<file path="src/rtl/store_merge_pkg.sv">
// Shared types for the store merge buffer: store size encodings and the buffer entry layout.
// Entries are sized for the widest configuration; narrower builds leave the upper bits zero.
package store_merge_pkg;

  localparam int unsigned MAX_DATA_W = 64;
  localparam int unsigned MAX_ADDR_W = 64;
  localparam int unsigned MAX_NB     = MAX_DATA_W / 8;

  typedef enum logic [1:0] {
    SZ_BYTE  = 2'b00,
    SZ_HALF  = 2'b01,
    SZ_WORD  = 2'b10,
    SZ_DWORD = 2'b11
  } st_size_e;

  typedef struct packed {
    logic [MAX_ADDR_W-1:0] addr;
    logic [MAX_DATA_W-1:0] data;
    logic [MAX_NB-1:0]     be;
  } entry_t;

endpackage

</file>
<file path="src/rtl/store_lane_align.sv">
// Combinational store aligner: places right-justified store data on its byte lanes,
// builds the byte enables and flags misaligned accesses.
module store_lane_align import store_merge_pkg::*; #(
  parameter int unsigned DATA_W = 32,
  parameter int unsigned OFF_W  = $clog2(DATA_W / 8)
) (
  input  logic [OFF_W-1:0]    addr,
  input  st_size_e            size,
  input  logic [DATA_W-1:0]   data,
  output logic [DATA_W-1:0]   lanes,
  output logic [DATA_W/8-1:0] be,
  output logic                misaligned
);

  localparam int unsigned NB = DATA_W / 8;

  logic [7:0]        off;
  logic [7:0]        size_mask;
  logic [DATA_W-1:0] keep;

  always_comb begin
    off        = 8'(addr);
    size_mask  = 8'hFF;
    misaligned = 1'b0;
    keep       = '0;
    case (size)
      SZ_BYTE: size_mask = 8'h01;
      SZ_HALF: begin
        size_mask  = 8'h03;
        misaligned = off[0];
      end
      SZ_WORD: begin
        size_mask  = 8'h0F;
        misaligned = (off[1:0] != 2'b00);
      end
      default: begin
        size_mask  = 8'hFF;
        // A doubleword can never fit a 32-bit memory word.
        misaligned = (NB < 8) || (off[2:0] != 3'b000);
      end
    endcase
    for (int unsigned i = 0; i < NB; i++) begin
      keep[i*8 +: 8] = {8{size_mask[i]}};
    end
    lanes = (data & keep) << {off, 3'b000};
    be    = NB'({8'h00, size_mask} << off);
  end

endmodule

</file>
<file path="src/rtl/store_merge_buffer.sv">
// In-order store buffer that aligns stores to memory words and drains them one per cycle.
// Define STORE_MERGE_COALESCE_EN to merge a store into the youngest entry of the same word.
module store_merge_buffer import store_merge_pkg::*; #(
  parameter int unsigned DATA_W = 32,
  parameter int unsigned ADDR_W = 32,
  parameter int unsigned DEPTH  = 4
) (
  input  logic                     clk,
  input  logic                     reset,
  input  logic                     st_valid,
  output logic                     st_ready,
  input  logic [ADDR_W-1:0]        st_addr,
  input  logic [1:0]               st_size,
  input  logic [DATA_W-1:0]        st_data,
  output logic                     mem_valid,
  input  logic                     mem_ready,
  output logic [ADDR_W-1:0]        mem_addr,
  output logic [DATA_W-1:0]        mem_wdata,
  output logic [DATA_W/8-1:0]      mem_be,
  output logic                     misalign_err,
  output logic [$clog2(DEPTH):0]   count
);

  localparam int unsigned NB    = DATA_W / 8;
  localparam int unsigned OFF_W = $clog2(NB);
  localparam int unsigned PTR_W = $clog2(DEPTH);
  localparam int unsigned CNT_W = PTR_W + 1;

  entry_t            entries_q [DEPTH];
  logic [PTR_W-1:0]  head_q, tail_q, young_idx, wr_idx;
  logic [CNT_W-1:0]  count_q, count_d;
  logic              misalign_err_q;

  logic [DATA_W-1:0]     st_lanes, st_mask;
  logic [NB-1:0]         st_be;
  logic                  st_misaligned;
  logic [MAX_ADDR_W-1:0] st_word_addr;
  logic                  full, empty, pop, push, hit, wr_en;
  entry_t                young_e, wr_entry, head_e;
  logic                  unused_head;

  store_lane_align #(
    .DATA_W (DATA_W),
    .OFF_W  (OFF_W)
  ) u_align (
    .addr       (st_addr[OFF_W-1:0]),
    .size       (st_size_e'(st_size)),
    .data       (st_data),
    .lanes      (st_lanes),
    .be         (st_be),
    .misaligned (st_misaligned)
  );

  assign st_word_addr = MAX_ADDR_W'({st_addr[ADDR_W-1:OFF_W], OFF_W'(0)});
  assign full         = (count_q == CNT_W'(DEPTH));
  assign empty        = (count_q == '0);
  assign pop          = !empty && mem_ready;
  assign young_idx    = tail_q - PTR_W'(1);
  assign young_e      = entries_q[young_idx];

`ifdef STORE_MERGE_COALESCE_EN
  // A youngest entry leaving this cycle can no longer absorb the store.
  assign hit = st_valid && !st_misaligned && !empty && (young_e.addr == st_word_addr) &&
               !(pop && (count_q == CNT_W'(1)));
`else
  assign hit = 1'b0;
`endif

  // Full is taken from the registered count, so a pop never frees a slot in the same cycle.
  assign st_ready = !full || hit || st_misaligned;
  assign push     = st_valid && st_ready && !st_misaligned && !hit;
  assign wr_en    = push || hit;
  assign wr_idx   = hit ? young_idx : tail_q;

  always_comb begin
    st_mask = '0;
    for (int unsigned i = 0; i < NB; i++) begin
      st_mask[i*8 +: 8] = {8{st_be[i]}};
    end
    wr_entry = '0;
    if (hit) begin
      wr_entry.addr = young_e.addr;
      wr_entry.data = (young_e.data & ~MAX_DATA_W'(st_mask)) | MAX_DATA_W'(st_lanes);
      wr_entry.be   = young_e.be | MAX_NB'(st_be);
    end else begin
      wr_entry.addr = st_word_addr;
      wr_entry.data = MAX_DATA_W'(st_lanes);
      wr_entry.be   = MAX_NB'(st_be);
    end
    count_d = count_q + CNT_W'(push) - CNT_W'(pop);
  end

  always_ff @(posedge clk or posedge reset) begin
    if (reset) begin
      for (int unsigned i = 0; i < DEPTH; i++) begin
        entries_q[i] <= '0;
      end
      head_q         <= '0;
      tail_q         <= '0;
      count_q        <= '0;
      misalign_err_q <= 1'b0;
    end else begin
      if (wr_en) begin
        entries_q[wr_idx] <= wr_entry;
      end
      if (push) begin
        tail_q <= tail_q + PTR_W'(1);
      end
      if (pop) begin
        head_q <= head_q + PTR_W'(1);
      end
      count_q        <= count_d;
      misalign_err_q <= st_valid && st_misaligned;
    end
  end

  assign head_e       = entries_q[head_q];
  assign mem_valid    = !empty;
  assign mem_addr     = head_e.addr[ADDR_W-1:0];
  assign mem_wdata    = head_e.data[DATA_W-1:0];
  assign mem_be       = head_e.be[NB-1:0];
  assign misalign_err = misalign_err_q;
  assign count        = count_q;
  assign unused_head  = ^head_e;

endmodule

</file>
<file path="config.mk">
export PLATFORM = sky130hd
export DESIGN_NAME = store_merge_buffer
export DESIGN_NICKNAME = d
export VERILOG_FILES = /design/src/rtl/store_merge_pkg.sv /design/src/rtl/store_lane_align.sv /design/src/rtl/store_merge_buffer.sv
export SDC_FILE = /design/constraint.sdc
export NUM_CORES = 1
export LEC_CHECK = 0
export ABC_CLOCK_PERIOD_IN_PS = 7600
export BUFFER_PORTS_ARGS = -buffer_cell sky130_fd_sc_hd__buf_4
export CAP_MARGIN = 20
export CORE_UTILIZATION = 55
export CTS_BUF_LIST = sky130_fd_sc_hd__clkbuf_8
export DETAILED_ROUTE_END_ITERATION = 16
export PLACE_DENSITY = 0.79
export SETUP_SLACK_MARGIN = 0.5
export SLEW_MARGIN = 20
export SYNTH_ARGS = -nofsm -noshare
export SYNTH_HDL_FRONTEND = slang
export SYNTH_HIERARCHICAL = 1
export SYNTH_SLANG_ARGS = --single-unit
</file>
<file path="constraint.sdc">
create_clock -name clk -period 7.6 [get_ports clk]
set_input_delay 0.76 -clock clk [delete_from_list [all_inputs] [get_ports clk]]
set_output_delay 0.76 -clock clk [all_outputs]
set_load 0.02 [all_outputs]
</file>
-- After elaboration in Yosys (flattened, before gate mapping)
Index checks and enable logic that the tools add are counted.
- register bits: 552
- latch bits: 0
- bits in writable memories: 0
- bits in read-only memories: 0
- bits of input ports: 70
- output and inout bits: 74
- logic and storage cells: 51
- memories: 0
- add/subtract/negate cells: 4
- multipliers: 0
- div/mod/pow operators: 0
- order comparisons: 3
- eq/ne operators: 3
- shifts and indexed selects: 2
- multiplexer cells: 8
- bitwise operators: 3
- reduce and logical (&&, ||, !) cells: 12
- operators by type and width (cell ; count):
    $bwmux 544 ; 1
    $bmux 136 s2 ; 1
    $demux 136 s2 ; 1
    $mux 104 ; 2
    $mux 136 ; 1
    $and 32x32->32 ; 1
    $shl 32x5->32 ; 1
    $pmux 8 s3 ; 1
    $shl 8x2->4 ; 1
    $ge 3x3->1 const B ; 2
    $not 2->3 ; 2
    $logic_and 1x1->1 ; 5
    $add 2x1->2 const B ; 2
    $add 3x1->3 ; 1
    $eq 3x3->1 const B ; 1
    $logic_not 1->1 ; 3
    $logic_not 3->1 ; 1
    $lt 3x1->1 const B ; 1
    $pmux 1 s3 ; 1
    $sub 3x1->3 ; 1
    $eq 2x1->1 const B ; 1
    $eq 2x2->1 const B ; 1
    $logic_not 2->1 ; 1
    $reduce_bool 2->1 ; 1
    $logic_or 1x1->1 ; 1

-- Logic depth before layout (Yosys ltp)
Gate-level depths: netlist of run 1.
- depth in word-level cells: 7
- depth in mapped cells: 12
- mapped depth without buffers: 10

-- Cells and area by module
The synthesis of run 1 kept the hierarchy.
- by module, submodules not included (module ; instances ; cells each ; area an instance (µm²) ; seq. area each (µm²)):
    store_merge_buffer ; 1 ; 679 ; 12517.0 ; 6806.5
    store_lane_align ; 1 ; 88 ; 604.3 ; 0.0

-- Least setup slack after synthesis of run 1
OpenSTA, ideal clock, no wires.
- path type: input-to-reg
- start: in st_addr[0]
- end: reg count_q[2] (netlist: count[2])
- library setup time: 131 ps
- arrival: 2964 ps
- required time: 7469 ps
- path slack: 4505 ps
- stages: 12
- path buffers: 2
- path through: buf_2 > buf_4 > a21oi_1 > nor2_1 > nor3b_1 > inv_1 > ha_1 > inv_1 > ha_1 > fa_1 > xor2_1 > xnor2_1
- longest elaborated chain between the ends: 7
- elaborated cells on any way between the ends: 8
- those cells by class: add/sub (2); mux (1); reduce/logical (5)
- ends and longest elaborated chain (element ; line ; source):
    start, declared ; store_merge_buffer.sv:12 ; input logic [ADDR_W-1:0] st_addr,
    $reduce_bool 2->1 ; store_lane_align.sv:34 ; misaligned = (off[1:0] != 2'b00);
    $pmux 1 s3 * ; store_lane_align.sv:26 ; case (size)
    net st_misaligned ; store_merge_buffer.sv:36 ; logic st_misaligned;
    $logic_or 1x1->1 ; store_merge_buffer.sv:70 ; assign st_ready = !full || hit || st_misaligned;
    $logic_and 1x1->1 ; store_merge_buffer.sv:71 ; assign push = st_valid && st_ready && !st_misaligned && !hit;
    $logic_and 1x1->1 * ; store_merge_buffer.sv:71 ;
    $add 3x1->3 * ; store_merge_buffer.sv:90 ; count_d = count_q + CNT_W'(push) - CNT_W'(pop);
    $sub 3x1->3 * ; store_merge_buffer.sv:90 ;
    net count_d[2] ; store_merge_buffer.sv:31 ; logic [CNT_W-1:0] count_q, count_d;
    end signal, assigned ; store_merge_buffer.sv:112 ; count_q <= count_d;
    end, declared ; store_merge_buffer.sv:31 ;
Mark *: on every way through the listed nets, which the timed path passes. The rest lies on a longest branch.
A chain may end at the register's enable or synchronous reset.

-- Worst setup path in the final report of run 1
- start: reg head_q[0]
- end: out mem_wdata[14]
- longest elaborated chain between the ends: 4
- ends and longest elaborated chain (element ; line ; source):
    start, declared ; store_merge_buffer.sv:30 ; logic [PTR_W-1:0] head_q, tail_q, young_idx, wr_idx;
    start signal, assigned ; store_merge_buffer.sv:110 ; head_q <= head_q + PTR_W'(1);
    $not 2->3 (implied by the code) ; store_merge_buffer.sv:117 ; assign head_e = entries_q[head_q];
    $bmux 136 s2 ; store_merge_buffer.sv:117 ;
    $mux 104 (implied by the code) (2 in series) ; store_merge_buffer.sv:117 ;
    end, declared ; store_merge_buffer.sv:18 ; output logic [DATA_W-1:0] mem_wdata,
No other way between the ends. The select of a mux whose other input is x is not followed.

==> results of run 1 <==
[cell type report]
type                            instances  share of cell area (%)
Clock buffer                           61                    5.51
Clock inverter                         21                   0.993
Inverter                                8                   0.222
Multi-Input combinational cell        433                    38.5
Sequential cell                       272                    44.7
Tap cell                              319                    2.62
Timing Repair Buffer                  149                    7.44
[layer usage]
metal	GRT usage (%)	wire, µm	vias up	share of wire [%]
met4	6.44	439	2	1.6
li1	-	-	3135	-
met1	33.4	12600	3783	46
met5	0	13	-	0.047
met2	36.5	12800	208	47
met3	4.96	1600	38	5.8
[power by group through the flow]
stage | clock network, µW | logic, µW | registers (µW)
floorplan | 0 | 2230 | 2370
global placement | 0 | 2940 | 2490
detailed placement | 0 | 3000 | 2510
CTS | 1410 | 3010 | 2510
global route | 1470 | 3160 | 2590
finish | 1370 | 2970 | 2510
[stage by stage]
step                cells  total power, µW  hold WS (ns)  instance area, µm²  utilization (%)
floorplan             768             4610         0.475               13100                -
global placement     1181             5430         0.483               14200             60.9
detailed placement   1181             5510         0.490               14200             60.9
CTS                  1263             6920         0.303               15200             65.1
global route         1263             7220         0.335               15200             65.1
finish               1263             6850         0.312               15200             65.1
[worst reg2reg max path: stages (launching register included)]
cell and delay (ns):
dfrtp_1 0.45, nor3b_2 0.22, and4bb_4 0.86, buf_4 0.68
mux2_2 0.42
[flip-flops by register name (all words and copies together) (netlist names)]
register,count
entries_q,264
count,3
head_q,2
tail_q,2
misalign_err,1
[placed cells by master (no fill, tap or decap), types with 6 or more instances in the layout]
cell,n
buf_4,147
and2_1,9
ha_1,6
mux2_2,105
mux4_2,66
o22ai_1,8
nor2b_1,9
mux2i_1,9
mux2_4,160
inv_1,13
dfrtp_1,270
clkbuf_8,61
nor2_1,12
a22oi_1,16
clkinv_2,12
o2bb2ai_1,6
[kinds of logic (layout without fill, tap and decap cells)]
logic type / after synthesis / after routing
adder cells (fa/ha/maj): 7 / 7
buffers and inverters: 63 / 239
AO/OA/AOI/OAI: 35 / 35
AND/OR/NAND/NOR: 44 / 44
flip-flops: 272 / 272
multiplexers: 340 / 340
XOR/XNOR: 5 / 5
other: 1 / 2
[worst max path at each step]
stage                     startpoint                          to  slack [ns]
3_3_place_gp              st_addr[0]  entries_q[425]$_DFFE_PP0P_        4.09
6_report       head_q[0]$_DFFE_PP0P_               mem_wdata[14]        3.93
4_1_cts        head_q[0]$_DFFE_PP0P_                   mem_be[2]        3.82
3_5_place_dp              st_addr[0]  entries_q[425]$_DFFE_PP0P_        4.09
5_1_grt        head_q[0]$_DFFE_PP0P_               mem_wdata[14]        3.73
2_1_floorplan                  reset          count[0]$_DFF_PP0_        3.24
==> impl_metrics.py, run 1 <==
metrics = {
    "critical_path": {
        "cp.arrival_ns": 2.91,
        "worst_path_most_repeated_cell": "buf_4",
        "max_stage_delay_ns": 0.86,
        "path_cells": "buf_4, mux4_2, buf_4",
        "cp-end-kind": "primary output",
        "worst_path_max_delay_cell": "buf_4",
        "ff2ff_path_depth": 4,
        "critPathTopFamily": "buffers and inverters",
        "r2r_slack_ns": 4.86,
        "start_kind": "flop",
        "timing.rr.end": "entries_q[425]$_DFFE_PP0P_",
        "worst-path-max-fanout": 52,
        "cp.required_ns": 6.84,
        "r2r-start": "count[2]$_DFF_PP0_",
        "path_buf_inv": 2,
        "crit_cells": 3,
        "path_class": "reg2out",
    },
    "power_and_ir_drop": {
        "comb_power_share_pct": 43.4,
        "p_switching_uw": 2220,
        "p_int_uw": 4630,
        "p_leak_uw": 0.00700,
        "vdd_drop_max_v": 0.000281,
        "seq_power_share_pct": 36.6,
        "p_clk_share_pct": 20.0,
        "pwr_density_cell_mw_per_mm2": 449,
        "switching_share_pct": 32.4,
    },
    "logic_synthesis": {
        "synth_seq_cells": 272,
        "synth-async-reset-ratio_pct": 100,
        "synth-edff-count": 0,
        "synth_area_leader_cell": "dfrtp_1",
        "synth-simple-area-share_pct": 2.23,
        "synthTopCellsByArea": "dfrtp_1, mux2_4, mux4_2",
        "synth_cell_types": 36,
        "netlist.area_leader.share_pct": 51.9,
        "synth_xor_xnor_area_share_pct": 0.334,
        "synth_top_family_by_area": "multiplexers",
        "netlist_top_cells_count": "dfrtp_1, mux2_4, mux2_2",
        "synth_fa_ha_area_share_pct": 0.725,
        "syn_area_per_cell_um2": 17.1,
        "synthMuxAreaShare_pct": 39.3,
        "synth-main-ff-cell": "dfrtp_1",
        "yosysMostFrequentCell": "dfrtp_1",
        "syn_inst": 767,
        "synth_compound_area_share_pct": 2.07,
        "syn_area_mm2": 0.0131,
        "yosys_warnings": 6,
        "synth-seq-area-share_pct": 51.9,
    },
    "status": {
        "outcome": "finished, final reports clean",
    },
    "timing": {
        "hold_viol_final": 0,
        "setup_slack_ns": 3.93,
        "skew_ns": 0.0166,
        "finalCritPeriodShare_pct": 48.2,
        "finalSetupTns_ns": 0,
        "min_period_ns": 3.67,
        "timing.fmax_ghz": 0.273,
        "worst_pin_slew_ns": 1.00,
        "maxSlewHeadroom_pct": 33.1,
        "setup_viol": 0,
        "rsz0062_at_grt": "false",
        "final-max-slew-violation-count": 0,
    },
    "detailed_routing": {
        "antenna_left": 0,
        "vias": 7166,
        "viasPerCell": 5.67,
        "drt_iter0_markers": 294,
        "post_drt_wl_per_cell_um": 21.7,
        "wl_mm": 27.5,
        "drc": 0,
        "drtPass1Iterations": 5,
    },
    "layout": {
        "seqCellArea_mm2": 0.00681,
        "num-fill-cells": 1684,
        "diodes": 0,
        "fin_nets": 986,
        "multiInputGateArea_mm2": 0.00587,
        "layout-drive-gt1-share_pct": 60.1,
        "area_delta_synth_final_pct": 16.2,
    },
    "cts": {
        "clk_latency_ns": 0.54,
        "cts.sinks": 272,
        "clk_pin_slew_worst_paths_ns": 0.06,
        "cts_resized": 0,
        "cts_buffers": 45,
        "cts_setup_buffers": 0,
        "cts_root_buf": "clkbuf_8",
        "cts_tree": "built",
        "cts_max_level": 2,
        "cts_max_path_buffers": 3,
        "hold_buffers": 0,
    },
    "placed_design": {
        "place.gp.congestion": 0.841,
        "dpl_worst_slack_ns": 4.09,
        "io_buffers": 141,
        "hpwl_mm": 16.7,
    },
    "job": {
        "max_cap_violations": 0,
    },
    "floorplan": {
        "io_pins": 144,
        "core-area_mm2": 0.0234,
        "chipHeight_um": 156,
        "start_util_pct": 56.1,
        "num_rows": 56,
        "die_width_um": 156,
        "die_area_mm2": 0.0245,
    },
    "global_route": {
        "grt_max_degree": 174,
        "grt_pass1_wl_mm": 44.1,
        "grt_pass1_vias": 7808,
        "grt.total_usage_pct": 23.4,
        "grt-ovfl-total": 0,
        "antenna_found_initial": 1,
    },
    "hold_path": {
        "worstHoldPathType": "in2async",
    },
}
(Power assumes the default switching activity.)
==> run 2, diff against run 1 <==
- ABC_AREA: default -> 1
- ABC_CLOCK_PERIOD_IN_PS: 7600 -> 3500
- CORE_UTILIZATION: 55 -> 60
- PLACE_DENSITY: 0.79 -> 0.81
- clock period: 7.6 -> 3.5 ns (I/O delays scaled with it)
==> impl_metrics.py, run 2 <==
metrics = {
    "status": {
        "outcome": "finished, final reports clean",
    },
    "cts": {
        "cts_setup_buffers": 0,
        "clk_latency_ns": 0.58,
        "cts_max_level": 2,
        "cts_resized": 0,
        "cts_buffers": 47,
        "cts_tree": "built",
        "clk_pin_slew_worst_paths_ns": 0.07,
        "cts.sinks": 272,
        "cts_root_buf": "clkbuf_8",
        "cts_max_path_buffers": 3,
    },
    "critical_path": {
        "cp-end-kind": "primary output",
        "cp.required_ns": 3.15,
        "worst-path-max-fanout": 32,
        "path_class": "reg2out",
        "start_kind": "flop",
        "cp.arrival_ns": 2.46,
    },
    "hold_path": {
        "worstHoldPathType": "in2reg",
    },
    "global_route": {
        "grt_pass1_vias": 12800,
        "grt-ovfl-total": 0,
        "grt_max_degree": 267,
        "grt_pass1_wl_mm": 67.2,
        "antenna_found_initial": 0,
        "grt.total_usage_pct": 35.4,
    },
    "timing": {
        "setup_viol": 0,
        "min_period_ns": 2.81,
        "setup_slack_ns": 0.686,
        "finalCritPeriodShare_pct": 80.4,
        "skew_ns": 0.0329,
        "rsz0062_at_grt": "false",
        "finalSetupTns_ns": 0,
        "final-max-slew-violation-count": 0,
        "hold_viol_final": 0,
        "worst_pin_slew_ns": 1.13,
        "maxSlewHeadroom_pct": 24.7,
        "timing.fmax_ghz": 0.355,
    },
    "placed_design": {
        "dp_cells": 2061,
        "place.gp.congestion": 0.919,
        "dpl_worst_slack_ns": 0.486,
        "io_buffers": 141,
        "hpwl_mm": 23.1,
    },
    "floorplan": {
        "start_util_pct": 61.2,
        "die_area_mm2": 0.0237,
        "die_width_um": 154,
        "io_pins": 144,
        "core-area_mm2": 0.0226,
        "num_rows": 55,
        "chipHeight_um": 154,
    },
    "layout": {
        "num-fill-cells": 1877,
        "largest_reg_flops": 264,
        "top_register": "entries_q",
        "fin_cells": 2149,
        "area_delta_synth_final_pct": 14.2,
        "utilization_pct": 69.9,
        "diodes": 0,
        "fin_nets": 1905,
        "layout_common_cells": "nand2_1, dfrtp_1, nand4_1, buf_4, nor2_1",
        "layout_commonest_cell": "nand2_1",
        "layout-drive-gt1-share_pct": 14.5,
    },
    "logic_synthesis": {
        "synth-seq-area-share_pct": 49.1,
        "synth_cell_types": 28,
        "syn_area_mm2": 0.0139,
        "synth-edff-count": 0,
        "synth-main-ff-cell": "dfrtp_1",
        "yosysMostFrequentCell": "nand2_1",
        "syn_area_per_cell_um2": 7.82,
        "syn_inst": 1772,
        "synth_seq_cells": 272,
        "synth-async-reset-ratio_pct": 100,
        "yosys_warnings": 6,
        "synthTopCellsByArea": "dfrtp_1, nand2_1, nand4_1",
        "netlist_top_cells_count": "nand2_1, dfrtp_1, nand4_1",
        "synth_area_leader_cell": "dfrtp_1",
        "netlist.area_leader.share_pct": 49.1,
    },
    "detailed_routing": {
        "drc": 0,
        "drt_iter0_markers": 1433,
        "vias": 13500,
        "post_drt_wl_per_cell_um": 19.2,
        "drtPass1Iterations": 8,
        "antenna_left": 0,
        "viasPerCell": 6.27,
        "wl_mm": 41.3,
    },
    "power_and_ir_drop": {
        "p_total_uw": 15800,
        "pwr_density_cell_mw_per_mm2": 997,
        "p_leak_uw": 0.00827,
        "vdd_drop_max_v": 0.000648,
    },
    "job": {
        "max_cap_violations": 0,
    },
}
==> run 2: cell types whose count changed in the layout (fill, tap and decap cells not counted), moves of 15 or more <==
cell	before	now
a22oi_1	16	1
buf_4	147	165
inv_1	13	37
mux2_2	105	0
mux2_4	160	0
mux4_2	66	0
nand2_1	2	609
nand3_1	0	33
nand4_1	0	264
nor2_1	12	159
o21ai_0	1	135
o22ai_1	8	66
==> run 2: final timing paths <==
check                                           startpoint                    endpoint  slack [ns]  cells past startpoint
worst min-delay path                           st_addr[29]  entries_q[509]$_DFFE_PP0P_        0.05                      3
min in group asynchronous                            reset  entries_q[510]$_DFFE_PP0P_        0.40                      3
worst min register to register  entries_q[352]$_DFFE_PP0P_  entries_q[352]$_DFFE_PP0P_        0.46                      2
worst max register to register          count[1]$_DFF_PP0_          count[2]$_DFF_PP0_        1.41                      9
max in group asynchronous                            reset  entries_q[442]$_DFFE_PP0P_        2.17                      5
worst max-delay path                 head_q[1]$_DFFE_PP0P_               mem_wdata[30]        0.69                      5
==> run 2: per-layer routing <==
| layer | GRT usage [%] | part of all wire, % | vias up |
|---|---|---|---|
| li1 | - | - | 6149 |
| met1 | 49.9 | 40 | 6468 |
| met2 | 56.8 | 48 | 768 |
| met3 | 4.68 | 9.5 | 80 |
| met4 | 11.9 | 2.3 | 0 |
| met5 | 0 | 0 | - |
==> run 2: final cells by class <==
| type | instances | area, µm² | share of cell area, % |
|---|---|---|---|
| Sequential cell | 272 | 6810 | 43.0 |
| Clock inverter | 21 | 120 | 0.759 |
| Inverter | 32 | 126 | 0.798 |
| Multi-Input combinational cell | 1299 | 6090 | 38.5 |
| Timing Repair Buffer | 176 | 1450 | 9.14 |
| Clock buffer | 64 | 881 | 5.56 |
| Tap cell | 285 | 357 | 2.25 |
==> run 2: cells by family after synthesis <==
| logic type | Yosys count | share of synthesized area (%) |
|---|---|---|
| xor gates and xnor gates | 3 | 0.190 |
| buffers and inverters | 202 | 7.12 |
| adders and majority gates | 7 | 0.686 |
| DFF | 272 | 49.1 |
| and+or+nand+nor | 1076 | 34.6 |
| AOI/OAI and AO/OA | 211 | 8.25 |
| other | 1 | 0.0271 |
==> run 2: critical path, stage by stage, from the launching register on <==
cell     delay [ns]
dfrtp_2        0.43
inv_2          0.51
buf_4          0.35
o21ai_0        0.14
o22ai_1        0.24
buf_4          0.20
==> run 2: where the power goes <==
group,leakage (µW),internal [µW],switching (µW)
Sequential,0.00349,4640,797
Clock,0.000568,1700,1320
Combinational,0.00421,2490,4840
==> run 2: timing repair <==
action,CTS,global route
hold endpoints to repair,1,16
setup endpoints to repair,0,0
hold buffers,1,1
==> run 2: stage by stage <==
step	instance area (µm²)	hold slack (ns)
6_report	15800	0.0490
2_1_floorplan	13900	0.437
4_1_cts	15800	0.0185
3_5_place_dp	14800	0.453
3_3_place_gp	14800	0.448
5_1_grt	15800	0.0355
==> run 3, diff against run 2 <==
- ABC_CLOCK_PERIOD_IN_PS: 3500 -> 2900
- clock period: 3.5 -> 2.9 ns (I/O delays scaled with it)
==> impl_metrics.py, run 3 (synthesis gave the netlist of run 2 again) <==
metrics = {
    "status": {
        "outcome": "finished, final reports clean",
    },
    "cts": {
        "clk_latency_ns": 0.58,
        "cts_max_level": 2,
        "cts.sinks": 272,
        "clk_pin_slew_worst_paths_ns": 0.07,
        "cts_buffers": 46,
        "cts_tree": "built",
        "cts_max_path_buffers": 3,
        "cts_root_buf": "clkbuf_8",
    },
    "critical_path": {
        "r2r_slack_ns": 0.68,
        "path_class": "reg2out",
        "start_kind": "flop",
        "path_buf_inv": 3,
        "cp.required_ns": 2.61,
        "max_stage_delay_ns": 0.57,
        "critPathTopFamily": "flip-flops",
        "cp.arrival_ns": 2.10,
        "worst_path_max_delay_cell": "dfrtp_4",
        "cp-end-kind": "primary output",
        "worst-path-max-fanout": 22,
        "path_cells": "clkinv_8, buf_8, o21ai_0, o22ai_1, buf_4",
    },
    "global_route": {
        "grt-ovfl-total": 0,
        "antenna_found_initial": 0,
        "grt.total_usage_pct": 35.3,
        "grt_pass1_vias": 12800,
        "grt_pass1_wl_mm": 66.8,
        "grt_max_degree": 169,
    },
    "timing": {
        "hold_viol_final": 0,
        "rsz0062_at_grt": "true",
        "worst_pin_slew_ns": 0.919,
        "min_period_ns": 2.39,
        "finalCritPeriodShare_pct": 82.3,
        "maxSlewHeadroom_pct": 38.7,
        "holdWs_ns": 0.0202,
        "final-max-slew-violation-count": 0,
        "setup_viol": 0,
        "skew_ns": 0.0333,
        "finalSetupTns_ns": 0,
        "timing.fmax_ghz": 0.419,
    },
    "layout": {
        "utilization_pct": 71.5,
        "area_delta_synth_final_pct": 16.8,
        "top_register": "entries_q",
        "layout_commonest_cell": "nand2_1",
        "diodes": 0,
        "layout_common_cells": "nand2_1, dfrtp_1, nand4_1, buf_4, nor2_1",
        "fin_nets": 1939,
        "num-fill-cells": 1762,
        "largest_reg_flops": 264,
        "fin_area_mm2": 0.0162,
        "layout-drive-gt1-share_pct": 14.5,
    },
    "job": {
        "max_cap_violations": 0,
    },
    "floorplan": {
        "die_width_um": 154,
        "core-area_mm2": 0.0226,
        "io_pins": 144,
        "chipHeight_um": 154,
        "start_util_pct": 61.2,
        "die_area_mm2": 0.0237,
        "num_rows": 55,
    },
    "detailed_routing": {
        "drt_iter0_markers": 1529,
        "drtPass1Iterations": 7,
        "post_drt_wl_per_cell_um": 19.4,
        "wl_mm": 42.2,
        "vias": 13600,
        "drc": 0,
        "viasPerCell": 6.26,
        "antenna_left": 0,
    },
    "placed_design": {
        "place.gp.congestion": 0.904,
        "io_buffers": 141,
        "hpwl_mm": 22.1,
        "placed_area_mm2": 0.0148,
    },
    "hold_path": {
        "worstHoldPathType": "in2reg",
    },
    "power_and_ir_drop": {
        "p_leak_uw": 0.00841,
        "pwr_density_cell_mw_per_mm2": 1190,
        "vdd_drop_max_v": 0.000896,
    },
}
-- run 3: cell count changes in the layout (fill, tap and decap cells not counted), moves of 4 or more --
| cell | before | now |
|---|---|---|
| clkbuf_8 | 64 | 55 |
| o22ai_2 | 0 | 4 |
| inv_1 | 37 | 42 |
| o22ai_1 | 66 | 62 |
| dlygate4sd3_1 | 2 | 29 |
-- run 3: cell type report --
cell class / count / area [µm²] / area share [%]
repair buffers: 211 / 1900 / 11.7
well taps: 285 / 357 / 2.20
clock buffers: 55 / 757 / 4.68
clock inverters: 24 / 109 / 0.672
multi-input cells: 1299 / 6120 / 37.8
flip-flops and latches: 272 / 6810 / 42.1
inverters: 32 / 139 / 0.858
-- run 3: final timing paths --
path	startpoint	to	depth (start not counted)
min in group asynchronous	reset	entries_q[502]$_DFFE_PP0P_	4
worst min-delay path	st_valid	misalign_err$_DFF_PP0_	3
worst min register to register	entries_q[289]$_DFFE_PP0P_	entries_q[289]$_DFFE_PP0P_	2
worst max-delay path	head_q[0]$_DFFE_PP0P_	mem_wdata[21]	5
max in group asynchronous	reset	head_q[0]$_DFFE_PP0P_	4
worst max register to register	count[0]$_DFF_PP0_	entries_q[364]$_DFFE_PP0P_	6
-- run 3: tightest hold or removal path: cells and delay by family --
kind,cells,cell delay [ns]
buffers and inverters,2,0.19
AND/OR/NAND/NOR,1,0.09
-- run 3: layer usage --
layer	track usage (%)	wire [µm]	up-vias
li1	-	-	6209
met5	0	0	-
met3	5.21	4310	94
met4	13.3	1190	0
met1	49.6	17200	6538
met2	55.8	19500	786
-- run 3: repair_timing --
action | in CTS | in global routing
gates resized for setup | 10 | 9
setup buffers | 0 | 2
pin swaps | 0 | 3
setup endpoints to repair | 32 | 32
endpoints found under the hold margin | 221 | 0
cloned | 1 | 3
hold buffers | 29 | 0
-- run 3: per-stage QoR --
step / std cells / power [µW] / setup slack (ns)
floorplan: 1773 / 12100 / -0.985
global placement: 2064 / 15100 / 0.407
detailed placement: 2064 / 15300 / 0.322
CTS: 2173 / 18900 / 0.467
global route: 2178 / 20400 / 0.474
finish: 2178 / 19200 / 0.515
-- run 3: report_power, final --
part           switching, µW  internal (µW)  total (µW)
clock                   1570           1710        3280
combinational           6020           3340        9370
sequential               985           5600        6580
